**src/rtl/vector_reduce_pkg.sv**
```systemverilog
// Shared definitions for the vector reduction unit: the op encodings, the
// FSM state codes and the per-op accumulator identity values.
package vector_reduce_pkg;

  typedef logic [2:0] op_t;
  typedef logic [1:0] state_t;

  localparam op_t OP_ADD  = 3'd0;
  localparam op_t OP_AND  = 3'd1;
  localparam op_t OP_OR   = 3'd2;
  localparam op_t OP_XOR  = 3'd3;
  localparam op_t OP_SMIN = 3'd4;
  localparam op_t OP_SMAX = 3'd5;
  localparam op_t OP_UMIN = 3'd6;
  localparam op_t OP_UMAX = 3'd7;

  localparam state_t ST_IDLE = 2'd0;
  localparam state_t ST_RUN  = 2'd1;
  localparam state_t ST_DONE = 2'd2;

  localparam logic [31:0] ID_ZERO = 32'h0000_0000;
  localparam logic [31:0] ID_ONES = 32'hFFFF_FFFF;
  localparam logic [31:0] ID_SMAX = 32'h8000_0000;
  localparam logic [31:0] ID_SMIN = 32'h7FFF_FFFF;

  // Unknown encodings behave as OR, whose identity is zero.
  function automatic logic [31:0] identity_f(input op_t op);
    logic [31:0] id;
    case (op)
      OP_AND, OP_UMIN: id = ID_ONES;
      OP_SMAX:         id = ID_SMAX;
      OP_SMIN:         id = ID_SMIN;
      default:         id = ID_ZERO;
    endcase
    return id;
  endfunction

endpackage

```
**src/rtl/vector_reduce_combine.sv**
```systemverilog
// Combinational two-operand combine step shared by all reduction ops.
module vector_reduce_combine
  import vector_reduce_pkg::*;
#(
  parameter int W = 32
) (
  input  logic [2:0]   op,
  input  logic [W-1:0] a,
  input  logic [W-1:0] b,
  output logic [W-1:0] result
);

  // Select the combine function for the requested op.
  always_comb begin
    result = a | b;
    case (op)
      OP_ADD:  result = a + b;
      OP_AND:  result = a & b;
      OP_OR:   result = a | b;
      OP_XOR:  result = a ^ b;
      OP_SMIN: result = ($signed(a) < $signed(b)) ? a : b;
      OP_SMAX: result = ($signed(a) > $signed(b)) ? a : b;
      OP_UMIN: result = (a < b) ? a : b;
      OP_UMAX: result = (a > b) ? a : b;
      default: result = a | b;
    endcase
  end

endmodule

```
**src/rtl/vector_reduce_unit.sv**
```systemverilog
// Sequential lane-by-lane masked reduction of a vector operand to one scalar,
// with a valid/ready request side and a valid/ready result side.
module vector_reduce_unit
  import vector_reduce_pkg::*;
#(
  parameter int LANES      = 16,
  parameter int LANE_WIDTH = 32
) (
  input  logic                        clk,
  input  logic                        rst_n,
  input  logic                        in_valid_i,
  output logic                        in_ready_o,
  input  logic [2:0]                  op_i,
  input  logic [LANES*LANE_WIDTH-1:0] vector_i,
  input  logic [LANES-1:0]            mask_i,
  output logic                        out_valid_o,
  input  logic                        out_ready_i,
  output logic [LANE_WIDTH-1:0]       result_o
);

  localparam int CNT_W = (LANES > 1) ? $clog2(LANES) : 1;
  localparam logic [CNT_W-1:0] LAST_LANE = CNT_W'(LANES - 1);

  state_t                state_q, state_d;
  logic [CNT_W-1:0]      cnt_q, cnt_d;
  op_t                   op_q, op_d;
  logic [LANE_WIDTH-1:0] vec_q [LANES];
  logic [LANE_WIDTH-1:0] vec_d [LANES];
  logic [LANES-1:0]      mask_q, mask_d;
  logic [LANE_WIDTH-1:0] acc_q, acc_d;
  logic [LANE_WIDTH-1:0] lane_q, lane_d;
  logic                  lane_en_q, lane_en_d;
  logic                  pend_q, pend_d;
  logic                  last_q, last_d;
  logic [LANE_WIDTH-1:0] comb_res_s;

  vector_reduce_combine #(.W(LANE_WIDTH)) u_combine (
    .op     (op_q),
    .a      (acc_q),
    .b      (lane_q),
    .result (comb_res_s)
  );

  // Next-state logic. Lane operands are fetched into lane_q one cycle ahead of
  // being combined, keeping the lane select mux out of the combine path; that
  // stage is what makes the result appear LANES+1 cycles after acceptance.
  always_comb begin
    state_d   = state_q;
    cnt_d     = cnt_q;
    op_d      = op_q;
    vec_d     = vec_q;
    mask_d    = mask_q;
    acc_d     = acc_q;
    lane_d    = lane_q;
    lane_en_d = lane_en_q;
    pend_d    = pend_q;
    last_d    = last_q;
    case (state_q)
      ST_IDLE: begin
        if (in_valid_i) begin
          state_d = ST_RUN;
          cnt_d   = '0;
          op_d    = op_i;
          mask_d  = mask_i;
          for (int i = 0; i < LANES; i++) begin
            vec_d[i] = vector_i[i*LANE_WIDTH +: LANE_WIDTH];
          end
          acc_d     = LANE_WIDTH'(identity_f(op_i));
          lane_en_d = 1'b0;
          pend_d    = 1'b0;
          last_d    = 1'b0;
        end else begin
          state_d = ST_IDLE;
        end
      end
      ST_RUN: begin
        if (pend_q && lane_en_q) begin
          acc_d = comb_res_s;
        end else begin
          acc_d = acc_q;
        end
        if (last_q) begin
          state_d = ST_DONE;
          pend_d  = 1'b0;
          last_d  = 1'b0;
        end else begin
          lane_d    = vec_q[cnt_q];
          lane_en_d = mask_q[cnt_q];
          pend_d    = 1'b1;
          last_d    = (cnt_q == LAST_LANE);
          cnt_d     = cnt_q + CNT_W'(1);
        end
      end
      ST_DONE: begin
        if (out_ready_i) begin
          state_d = ST_IDLE;
        end else begin
          state_d = ST_DONE;
        end
      end
      default: begin
        state_d = ST_IDLE;
      end
    endcase
  end

  // State registers; reset abandons any in-flight reduction.
  always_ff @(posedge clk or negedge rst_n) begin
    if (!rst_n) begin
      state_q   <= ST_IDLE;
      cnt_q     <= '0;
      op_q      <= OP_ADD;
      mask_q    <= '0;
      acc_q     <= '0;
      lane_q    <= '0;
      lane_en_q <= 1'b0;
      pend_q    <= 1'b0;
      last_q    <= 1'b0;
      for (int i = 0; i < LANES; i++) begin
        vec_q[i] <= '0;
      end
    end else begin
      state_q   <= state_d;
      cnt_q     <= cnt_d;
      op_q      <= op_d;
      mask_q    <= mask_d;
      acc_q     <= acc_d;
      lane_q    <= lane_d;
      lane_en_q <= lane_en_d;
      pend_q    <= pend_d;
      last_q    <= last_d;
      vec_q     <= vec_d;
    end
  end

  assign in_ready_o  = (state_q == ST_IDLE);
  assign out_valid_o = (state_q == ST_DONE);
  assign result_o    = acc_q;

endmodule

```
**config.mk**
```make
export PLATFORM = sky130hd
export DESIGN_NAME = vector_reduce_unit
export DESIGN_NICKNAME = d
export VERILOG_FILES = /design/src/rtl/vector_reduce_pkg.sv /design/src/rtl/vector_reduce_combine.sv /design/src/rtl/vector_reduce_unit.sv
export SDC_FILE = /design/constraint.sdc
export NUM_CORES = 1
export LEC_CHECK = 0
export BUFFER_PORTS_ARGS = -buffer_cell sky130_fd_sc_hd__buf_2
export CAP_MARGIN = 20
export CORE_MARGIN = 5
export CORE_UTILIZATION = 60
export CTS_BUF_LIST = sky130_fd_sc_hd__clkbuf_4
export CTS_CLUSTER_DIAMETER = 200
export DETAILED_ROUTE_END_ITERATION = 10
export PLACE_DENSITY_LB_ADDON = 0.2
export SLEW_MARGIN = 40
export SYNTH_ARGS = -nofsm -noshare
export SYNTH_HDL_FRONTEND = slang
export SYNTH_HIERARCHICAL = 1
export SYNTH_SLANG_ARGS = --single-unit
```
**constraint.sdc**
```tcl
create_clock -name clk -period 7.95 [get_ports clk]
set_input_delay 1.59 -clock clk [delete_from_list [all_inputs] [get_ports clk]]
set_output_delay 1.59 -clock clk [all_outputs]
set_load 0.005 [all_outputs]
```
==> results.toml, run 1 <==
[outcome]
status = "completed"

[layout]
final_util_pct = 71.6
nets = 3610
regArea_sq_um = 15100
area_growth_pct = 17.8
drive_above_1_share_pct = 50.7
fillers = 3651
multi_input_area_sq_um = 14900

[logic_synthesis]
ys_types = 68
synth_seq_area_share_pct = 48.4
synth_fp_nets = 3013
synth_area_sq_um = 31200
synth_most_common_cell = "dfrtp_1"
synth_area_leader_cell = "dfrtp_1"
yosysTopAreaCellShare_pct = 48.4
synth-async-reset-ratio_pct = 100
synth_area_leaders = "dfrtp_1, mux2_2, mux4_2"
ys_seq_elements = 604
synthCells = 2380
synth_common_cells = "dfrtp_1, mux2_2, mux4_2, nand2_1, ha_1"
synth_ff_type = "dfrtp_1"
ys_warn_count = 6
synth_area_per_cell_sq_um = 13.1
synth_edf_count = 0

[cts]
cts_sinks = 604
htree_num_levels = 4
post-cts-setup-buffer-count = 0
root_buffer = "clkbuf_4"
cts_tree = "done"
numCtsBuffers = 161
cts_resized = 0
insertion_delay_ps = 1010
cts_hold_buf = 0
clockBufferDepth = 3
clk_pin_slew_worst_paths_ps = 60

[power]
sw_frac_of_total_pct = 39.4
p_per_area_nw_per_um2 = 472
p_sw_w = 0.00684
vdd_drop_max_v = 0.000269
p_leak_nw = 16.7
clock_power_share_pct = 16.0
p_int_w = 0.0105
p_seq_share_pct = 33.2
power_frac_comb_pct = 50.8

[critical_path]
worst_ep_required_time_ps = 8810
reg2reg_from = "result_o[10]"
crit_start = "result_o[10]"
endpoint_kind = "flip-flop"
arrival_ps = 5460
startpoint_type = "flip-flop"
cp_max_fo = 22
crit_type = "flip-flop to flip-flop"

[grt]
grt_pass1_vias = 24000
antenna_found_initial = 66
grt_use_total_pct = 32.4
grt_overflow = 0
grt_max_degree = 116
grt_pass1_wl_mm = 141

[die]
start_util_pct = 60.7
std_cell_rows = 83
fp.dieH_um = 238
core_area_sq_um = 51400
io_pins = 569
die_area_sq_um = 56700
die-width_um = 238

[timing]
hold_viol = 0
final.setup.tns_ps = 0
hold_ws_ps = 501
skew_ps = 57.4
slew_violations = 0
worst_pin_slew_ps = 805
finalCritPeriodShare_pct = 57.9
period_minus_slack_ps = 4600
rsz0062_at_grt = "no"
slew_headroom_pct = 46.4
fmax_ghz = 0.217
setup_viol = 0

[drt]
drcViolationCount = 0
dr.first_iter.drc_count = 1759
wirelength_mm = 92.9
wl_per_cell_um = 24.3
vias_per_cell = 5.95
drtAntennaViolNets = 0
drtPass1Iterations = 5
vias = 22700

[hold_path]
hp-start = "vec_q[10]"
hold_path_class = "flip-flop to flip-flop"

[place]
gp_congestion = 0.946
port_buffers = 568
dp_hpwl_mm = 67.9

[run]
cap_violations = 0
-- stage by stage --
stage	setup WS [ps]	cell area, sq um	power [W]	cells
4_1_cts	3460	36600	0.0173	3768
6_report	3350	36800	0.0174	3819
3_5_place_dp	3430	34600	0.0145	3493
2_1_floorplan	4610	31200	0.0120	2380
3_3_place_gp	3510	34400	0.0141	3483
5_1_grt	3090	36800	0.0185	3808
-- state kept, by name, summed over array words and instances (netlist names) --
signal,flops
cnt_q,4
last_q,1
mask_q,16
vec_q,512
op_q,3
result_o,32
state_q,2
lane_en_q,1
lane_q,32
pend_q,1
-- power groups by stage --
| stage | Combinational, W | Clock [W] | Sequential (W) |
|---|---|---|---|
| floorplan | 0.00670 | 0 | 0.00533 |
| finish | 0.00881 | 0.00278 | 0.00577 |
| detailed placement | 0.00872 | 0 | 0.00581 |
| global route | 0.00948 | 0.00301 | 0.00596 |
| CTS | 0.00876 | 0.00284 | 0.00575 |
| global placement | 0.00845 | 0 | 0.00564 |
-- area by class of cell --
cell class | instances | share of cell area (%)
well taps | 680 | 2.31
diodes | 50 | 0.340
inverters | 88 | 0.898
multi-input cells | 1518 | 40.6
clock inverters | 39 | 0.752
repair buffers | 604 | 9.13
flip-flops and latches | 604 | 41.1
clock buffers | 236 | 4.82
-- critical path, cell delays in order (launching register included) --
cell      delay (ps)
dfrtp_1          430
inv_1             70
ha_1             510
nor4_4            90
nand4_1          200
a21oi_1           90
nor4_1           650
o21ai_4          170
xnor2_2          330
mux2i_4          710
buf_4            510
mux2i_1          140
a2111o_1         410
nand2_1           70
a21oi_1           60
-- routing by layer --
metal | vias to the layer above | wire length [um] | GRT usage, % | share of wire, %
li1 | 10000 | - | - | -
met1 | 11600 | 35900 | 40.9 | 39
met2 | 807 | 46200 | 52.4 | 50
met3 | 223 | 6810 | 9.59 | 7.3
met4 | 38 | 3730 | 14.1 | 4.0
met5 | - | 223 | 0 | 0.24
-- kinds of logic after synthesis --
| group | count (synthesis) | synth area share (%) |
|---|---|---|
| xor+xnor | 25 | 0.725 |
| compound gates | 340 | 7.29 |
| buf+inv | 258 | 3.86 |
| mux | 768 | 31.5 |
| flops | 604 | 48.4 |
| simple gates | 287 | 4.28 |
| fa+ha+maj | 98 | 3.95 |
-- placed cells by master (no fill, tap or decap), types with 5 or more instances in the layout --
master / netlist / final
ha_1: 97 / 97
nor2b_1: 23 / 20
o21ai_1: 5 / 5
a22oi_1: 75 / 75
nor2_1: 95 / 95
xnor2_1: 15 / 15
clkbuf_4: 0 / 236
buf_4: 16 / 18
mux2i_1: 86 / 86
diode_2: 0 / 50
clkinv_1: 0 / 23
a21o_1: 15 / 15
nand2b_1: 7 / 7
a21oi_1: 75 / 74
dfrtp_1: 604 / 598
inv_1: 88 / 88
o22ai_1: 5 / 5
o21ai_0: 68 / 68
buf_16: 0 / 7
o211ai_1: 23 / 23
buf_12: 0 / 6
a211oi_1: 5 / 5
nand3_1: 11 / 11
a221o_1: 20 / 20
xor2_1: 9 / 9
buf_2: 74 / 567
mux2_2: 567 / 567
inv_2: 0 / 5
nand2_1: 111 / 111
o21a_1: 7 / 7
mux4_2: 114 / 114
o21bai_1: 8 / 8
nor3b_1: 5 / 5
-- final timing paths --
kind	endpoint	slack (ps)	cells after the start
max reg2reg	result_o[29]	3350	14
min reg2reg	vec_q[10]	500	1
min	vec_q[10]	500	1
max	result_o[29]	3350	14
min in group asynchronous	vec_q[244]	520	1
max in group asynchronous	vec_q[456]	6050	3
(Power assumes the default switching activity.)
==> inputs of run 2 (changes only) <==
--- a/config.mk
+++ b/config.mk
@@ -8,7 +8,7 @@
 export BUFFER_PORTS_ARGS = -buffer_cell sky130_fd_sc_hd__buf_2
 export CAP_MARGIN = 20
 export CORE_MARGIN = 5
-export CORE_UTILIZATION = 60
+export CORE_UTILIZATION = 53
 export CTS_BUF_LIST = sky130_fd_sc_hd__clkbuf_4
 export CTS_CLUSTER_DIAMETER = 200
 export DETAILED_ROUTE_END_ITERATION = 10
==> constraint.sdc (replaced) <==
create_clock -name clk -period 3.9 [get_ports clk]
set_input_delay 0.78 -clock clk [delete_from_list [all_inputs] [get_ports clk]]
set_output_delay 0.78 -clock clk [all_outputs]
set_load 0.005 [all_outputs]
==> run 2 against run 1 <==
Against the previous run:
- combinational power is 120% higher
- cell count is 18% higher
- sequential cell count stayed put
- first-iteration DRC count is 6.5% higher
- sequential power is 110% higher
- count of clock-buffer cells in the layout is 15 higher
==> results.toml, run 2 (synthesis results as in run 1) <==
[critical_path]
startpoint_type = "flip-flop"
crit_type = "flip-flop to flip-flop"
crit_family = "compound AO/OA/AOI/OAI gates"
reg2reg_from = "lane_q[30]"
arrival_ps = 4640
cp_max_fo = 15
slowest_stage = "ha_2"
worst_ep_required_time_ps = 4770
endpoint_kind = "flip-flop"
slowest_delay_ps = 420
cp_num_buf_inv = 4
crit_start = "lane_q[30]"
cp_cell_sequence = "inv_1 -> ha_2 -> inv_1 -> a221oi_1 -> o21bai_1 -> nor4_2 -> o21ai_4 -> xnor2_2 -> mux2i_4 -> buf_12 -> buf_12 -> mux2i_1 -> a211oi_1 -> nand2_1 -> a21oi_1"

[timing]
rsz0062_at_grt = "yes"
finalCritPeriodShare_pct = 96.5
worst_pin_slew_ps = 870
slew_violations = 0
period_minus_slack_ps = 3760
hold_viol = 0
fmax_ghz = 0.266
slew_headroom_pct = 42.0
skew_ps = 73.6
setup_viol = 0
final.setup.tns_ps = 0

[cts]
cts_tree = "done"
post-cts-setup-buffer-count = 0
clockBufferDepth = 3
numCtsBuffers = 163
clk_pin_slew_worst_paths_ps = 60
root_buffer = "clkbuf_4"
insertion_delay_ps = 1010
htree_num_levels = 4
cts_sinks = 604

[layout]
layout_commonest_cell = "dfrtp_1"
final_cells = 4493
area_growth_pct = 36.5
largest_reg_flops = 512
nets = 4188
regMostFlops = "vec_q"
layout_common_cells = "dfrtp_1, mux2_2, buf_2"
final_area_sq_um = 42600
drive_above_1_share_pct = 44.3

[drt]
wl_per_cell_um = 25.8
drtPass1Iterations = 5
drtAntennaViolNets = 0
vias_per_cell = 5.86
drcViolationCount = 0
vias = 26300
wirelength_mm = 116
dr.first_iter.drc_count = 1874

[place]
dp_hpwl_mm = 72.5
gp_congestion = 0.933
placed_cell_area_sq_um = 35100
port_buffers = 568
place_inst = 3632

[grt]
grt_max_degree = 128
busiest_layer = "met2"
gr-usage-met2_pct = 60.3
grtUsageMet3_pct = 8.36
antenna_found_initial = 43
grt_pass1_wl_mm = 172
grt_pass1_vias = 28700
grt_use_total_pct = 35.5
gr-usage-met1_pct = 41.1
grt_overflow = 0

[power]
p_per_area_nw_per_um2 = 883
power_w = 0.0376
vdd_drop_max_v = 0.000555
p_leak_nw = 19.2

[run]
cap_violations = 0

[die]
fp.dieH_um = 253
die-width_um = 253
die_area_sq_um = 63900
core_area_sq_um = 58700
std_cell_rows = 89
io_pins = 569
start_util_pct = 53.2

[hold_path]
hold_path_class = "input port to flip-flop"
hp-start = "out_ready_i"

[outcome]
status = "completed"
==> run 2: cell count changes in the layout (fill, tap and decap cells not counted), sizes merged <==
cell / previous run / this run
clkinv: 27 / 10
bufinv: 4 / 1
inv: 94 / 92
dlygate4sd3: 0 / 531
buf: 604 / 649
clkbuf: 236 / 251
diode: 50 / 60
clkinvlp: 2 / 4
==> run 2: tightest hold or removal path, cell delays in order <==
cell and delay, ps:
buf_2 100, inv_1 40, a22o_1 120
==> run 2: timing repair <==
item	4_1_cts	5_1_grt
endpoints found under the hold margin	596	0
resized for setup	0	3
hold buffers	531	0
endpoints found under the setup margin	0	8
==> run 2: metal layers <==
metal | vias to the layer above | wire [um]
li1 | 11200 | -
met1 | 13300 | 41600
met2 | 1369 | 58800
met3 | 440 | 7870
met4 | 6 | 7400
met5 | - | 44
==> run 2: power by group <==
part	internal, W	total [W]	leakage [nW]	switching [W]
clock	0.00298	0.00586	1.21	0.00288
combinational	0.00961	0.0195	10.9	0.00993
sequential	0.00955	0.0122	7.09	0.00268
total	0.0221	0.0376	19.2	0.0155
==> run 2: stage by stage <==
stage | hold WS [ps] | util, % | setup slack, ps
floorplan | 448 | - | 562
global placement | 460 | 59.7 | 239
detailed placement | 474 | 59.8 | 108
CTS | 4.40 | 72.3 | 105
global route | 50.8 | 72.6 | -3.58
finish | 124 | 72.6 | 136
==> run 2: area by class of cell <==
type	count	area (sq um)
Timing Repair Buffer	1180	9050
Fill cell	3700	16100
Antenna cell	60	150
Tap cell	773	967
Clock inverter	19	150
Clock buffer	251	1880
Inverter	88	330
Multi-Input combinational cell	1518	15000
Sequential cell	604	15100
==> run 2: worst paths after layout <==
check                           slack (ps)            to  cells after the start
worst max-delay path                   140  result_o[10]                     15
worst min-delay path                   120    state_q[1]                      3
worst min register to register         490        pend_q                      2
worst max register to register         140  result_o[10]                     15
min in group asynchronous              370    vec_q[246]                      2
max in group asynchronous             2350    vec_q[346]                      4
